**src/rtl/imem_loader.sv**
```systemverilog
// imem_loader: packs a host byte stream (high byte first) into 16-bit words
// and writes them to instruction memory at consecutive even byte addresses.
// A load ends on an HLT opcode word or when the top address has been written.
module imem_loader #(
   parameter logic [15:0] BASE_ADDR = 16'h0000,
   parameter logic [3:0]  HLT_OPC   = 4'hF
) (
   input  logic        clk,
   input  logic        rst,
   input  logic        start,
   input  logic        abort,
   input  logic [7:0]  byte_in,
   input  logic        byte_valid,
   output logic        byte_ready,
   output logic [15:0] mem_addr,
   output logic [15:0] mem_data,
   output logic        mem_wr,
   output logic        busy,
   output logic        done,
   output logic        hlt_seen,
   output logic        err_overflow,
   output logic [15:0] word_count
);

   typedef enum logic [2:0] {IDLE, HI, LO, WRITE, DONE} state_t;

   state_t     state;
   state_t     state_nxt;
   logic [7:0] hi_byte;
   logic       accept;
   logic       is_hlt;
   logic       at_top;

   // Word being written carries the HLT opcode / sits at the last even address.
   assign is_hlt = (mem_data[15:12] == HLT_OPC);
   assign at_top = (mem_addr == 16'hFFFE);

   // Next-state logic and the combinational handshake/status outputs.
   always_comb begin
      // NOTE: every signal assigned here gets a default first so no path
      // through the case statement can leave it unassigned and infer a latch.
      state_nxt  = state;
      byte_ready = ((state == HI) || (state == LO)) && !abort && !rst;
      accept     = byte_ready && byte_valid;
      mem_wr     = (state == WRITE) && !rst;
      busy       = (state == HI) || (state == LO) || (state == WRITE);
      done       = (state == DONE);

      case (state)
         IDLE, DONE: begin
            if (start) state_nxt = HI;
         end
         HI: begin
            if (abort)       state_nxt = IDLE;
            else if (accept) state_nxt = LO;
         end
         LO: begin
            if (abort)       state_nxt = IDLE;
            else if (accept) state_nxt = WRITE;
         end
         WRITE: begin
            // abort is deliberately not looked at: a started write completes.
            if (is_hlt || at_top) state_nxt = DONE;
            else                  state_nxt = HI;
         end
         default: state_nxt = IDLE;
      endcase
   end

   // State register; rst wins over every other input.
   always_ff @(posedge clk) begin
      // NOTE: sequential state uses non-blocking assignments so all flops
      // update together at the edge regardless of statement order.
      if (rst) state <= IDLE;
      else     state <= state_nxt;
   end

   // Datapath: byte latch, write word, address, count and termination flags.
   always_ff @(posedge clk) begin
      if (rst) begin
         mem_addr     <= BASE_ADDR;
         mem_data     <= 16'h0000;
         hi_byte      <= 8'h00;
         word_count   <= 16'h0000;
         hlt_seen     <= 1'b0;
         err_overflow <= 1'b0;
      end else begin
         case (state)
            IDLE, DONE: begin
               if (start) begin
                  mem_addr     <= BASE_ADDR;
                  word_count   <= 16'h0000;
                  hlt_seen     <= 1'b0;
                  err_overflow <= 1'b0;
               end
            end
            HI: begin
               if (accept) hi_byte <= byte_in;
            end
            LO: begin
               // The assembled word only appears on mem_data once it is
               // actually being written, so a discarded half-word never shows.
               if (accept) mem_data <= {hi_byte, byte_in};
            end
            WRITE: begin
               if (word_count != 16'hFFFF) word_count <= word_count + 16'd1;
               if (is_hlt)      hlt_seen     <= 1'b1;
               else if (at_top) err_overflow <= 1'b1;
               else             mem_addr     <= mem_addr + 16'd2;
            end
            default: ;
         endcase
      end
   end

endmodule

```
**config.mk**
```make
export PLATFORM = sky130hd
export DESIGN_NAME = imem_loader
export DESIGN_NICKNAME = d
export VERILOG_FILES = /design/src/rtl/imem_loader.sv
export SDC_FILE = /design/constraint.sdc
export NUM_CORES = 1
export LEC_CHECK = 0
export CAP_MARGIN = 20
export CELL_PAD_IN_SITES_DETAIL_PLACEMENT = 0
export CELL_PAD_IN_SITES_GLOBAL_PLACEMENT = 1
export CORE_MARGIN = 10
export CORE_UTILIZATION = 36
export DETAILED_ROUTE_END_ITERATION = 10
export PLACE_DENSITY = 0.9
export RECOVER_POWER = 25
export REMOVE_ABC_BUFFERS = 1
export SKIP_LAST_GASP = 1
export SYNTH_ARGS = -nofsm -noshare
export SYNTH_HDL_FRONTEND = slang
export SYNTH_SLANG_ARGS = --single-unit
```
**constraint.sdc**
```tcl
create_clock -name clk -period 2.45 [get_ports clk]
set_input_delay 0.49 -clock clk [delete_from_list [all_inputs] [get_ports clk]]
set_output_delay 0.49 -clock clk [all_outputs]
set_load 0.05 [all_outputs]
```
==> run_results.csv <==
group,metric,value,unit
cts,cts_setup_buffers,0,
setup_path,cp_slowest_cell,"clkdlybuf4s50_1",
yosys,syn_inst,333,
global_route,grt_max_degree,25,
final_layout,drive_gt1_share,8.64,%
power_and_ir_drop,p_leak,1.28,nW
timing,grt_setup_unrepaired,"no",
timing,max_freq,441,MHz
setup_path,crit_type,"in2out",
floorplanning,dieArea,11600,µm²
setup_path,max_stage_delay,460,ps
final_layout,diodes,0,
cts,insertion_delay,340,ps
cts,cts-root-buf,"clkbuf_8",
global_route,grt_pass1_vias,2520,
timing,finClkSkew,7.75,ps
yosys,syn_avg_cell_area,8.34,µm²
yosys,synthTopCellsByCount,"60 x dfxtp_1, 48 x nand2_1, 40 x nor2_1, 29 x a21oi_1, 18 x xnor2_1",
detailed_routing,num_vias,2639,
power_and_ir_drop,power_per_cell_area,563,nW/µm²
detailed_routing,drt_drc_violations_left,0,
setup_path,worstPathRequired,1960,ps
timing,fin_crit_sh,92.5,%
yosys,ys_seq_elements,60,
yosys,ys_warn_count,0,
global_route,grtUsageTotal,13.1,%
min_path,holdCritPathClass,"reg2reg",
flow_run,max_cap_viol_count,0,
place,place_congestion,0.822,
cts,htree_levels,3,
floorplanning,core,7370,µm²
place,dpl_worst_slack,139,ps
yosys,synthFlopType,"dfxtp_1",
power_and_ir_drop,ir_worst_vdd,0.359,mV
floorplanning,initial_core_util,37.7,%
timing,worst_slew_pin_slew,863,ps
final_layout,fin_nets,415,
yosys,async_reset_ff_share,0,%
cts,post_cts_resize_count,2,
place,port_buffers,65,
global_route,grt-ovfl-total,0,
yosys,netlist_area,2780,µm²
detailed_routing,drt_iter0_drc,85,
yosys,synth_edf_count,0,
global_route,grt_pass1_wl,12.6,mm
floorplanning,die_y,108,µm
setup_path,end_kind,"primary output",
run_status,status,"finished clean",
floorplanning,pin_count,67,
cts,cts-buffers-inserted,9,
yosys,yosysUniqueCellTypes,51,
final_layout,area_growth,34.5,%
timing,final_hold_viol_count,0,
place,detailed_place_hpwl,5.40,mm
detailed_routing,drtAntennaViolNets,0,
yosys,yosysSeqAreaShare,43.2,%
yosys,synthTopCellsByArea,"dfxtp_1 43%, nand2_1 6.5%, xnor2_1 5.7%, nor2_1 5.4%, a21oi_1 5.2%",
cts,clockBufferDepth,2,
global_route,antenna_found_initial,0,
yosys,synth_top_area_cell,"dfxtp_1",
detailed_routing,drt-total-wl,7.40,mm
timing,relSlewSlack,41.9,%
cts,cts-hold-fix-buffers,0,
detailed_routing,vias_per_cell,5.24,
cts,clk_pin_slew,70,ps
timing,setup_slack,183,ps
setup_path,critPathLaunchType,"input pin",
detailed_routing,wire_per_inst,14.7,µm
detailed_routing,first_pass_iters,5,
timing,holdWs,453,ps
yosys,yosysMostFrequentCell,"dfxtp_1",
setup_path,path_cells,"clkdlybuf4s50_1 -> or3_1 -> a21oi_1 -> buf_12",
setup_path,arrival,1780,ps
cts,cts_num_sinks,60,
timing,finalSetupViolCount,0,
floorplanning,fp.dieW,108,µm
timing,slew_viol_final,0,
timing,period_needed,2270,ps
yosys,synth_top_area_share,43.2,%
floorplanning,placementRows,31,
cts,cts_tree,"built",
setup_path,cp_max_fo,3,
through the flow:
step	instances	cell area, µm²	TNS, ps	utilization (%)	total power, mW
after detailed placement	488	3550	0	48.2	1.16
after floorplan	313	2670	-2.91	-	1.08
final	504	3740	0	50.7	2.10
after global placement	488	3550	0	48.2	1.15
after global routing	504	3740	0	50.7	2.19
after CTS	504	3760	0	51.1	2.14
cell families (layout without fill, tap and decap cells):
kind of cell	after synthesis	in the layout	synth area share, %
simple gates	169	169	31.1
flops	60	60	43.2
compound gates	54	54	11.9
buf+inv	20	92	3.74
xor+xnor	18	18	5.68
mux	9	9	3.29
fa+ha+maj	2	2	0.901
other cells	1	1	0.135
area by class of cell:
| cell class | instances | area, µm² |
|---|---|---|
| well taps | 99 | 124 |
| fillers | 711 | 3630 |
| multi-input cells | 253 | 1450 |
| flip-flops and latches | 60 | 1200 |
| clock inverters | 7 | 91.3 |
| clock buffers | 9 | 124 |
| repair buffers | 76 | 743 |
routing by layer:
metal  vias up  wire length (µm)  track usage [%]
li1       1316                 -                -
met1      1236              3280             15.9
met2        81              3280             19.8
met3         6               751             5.27
met4         0                78             6.01
met5         -                 0                0
state kept, by name, summed over array words and instances (netlist names):
register / count
err_overflow: 1
state: 3
mem_addr: 15
word_count: 16
hi_byte: 8
hlt_seen: 1
mem_data: 16
final timing paths:
kind,startpoint,to,slack [ps],cells past startpoint
setup / recovery,abort,byte_ready,180,4
hold / removal,hi_byte[7],mem_data[15],450,2
setup reg to reg,word_count[4],word_count[6],320,6
hold reg to reg,hi_byte[7],mem_data[15],450,2
layout by cell type (no fill, tap or decap), drive strengths merged, types with 2 or more instances in the layout:
cell type / instances
nand4: 11
mux2i: 8
buf: 11
a31oi: 2
nor2: 40
xnor2: 18
and3: 3
or3: 5
bufinv: 2
ha: 2
nand3: 17
nand2: 49
dlygate4sd2: 2
dfxtp: 60
nor4: 7
or4: 4
clkinv: 4
clkdlybuf4s50: 60
nor3b: 2
clkbuf: 11
o21ai: 9
a21oi: 29
o211ai: 4
and4: 5
a311oi: 2
and2: 2
nor3: 11
or2: 2
nand2b: 4
critical path, delay by kind of cell:
family | cells | cell delay, ps
buffers and inverters | 2 | 640
and+or+nand+nor | 1 | 410
AOI/OAI and AO/OA | 1 | 240
where the power goes:
| part | switching, mW | total [mW] | internal [mW] | leakage, nW |
|---|---|---|---|---|
| Clock | 0.410 | 0.978 | 0.568 | 0.109 |
| Combinational | 0.0836 | 0.135 | 0.0519 | 0.690 |
| Sequential | 0.00936 | 0.990 | 0.981 | 0.483 |
(Power assumes the default switching activity.)
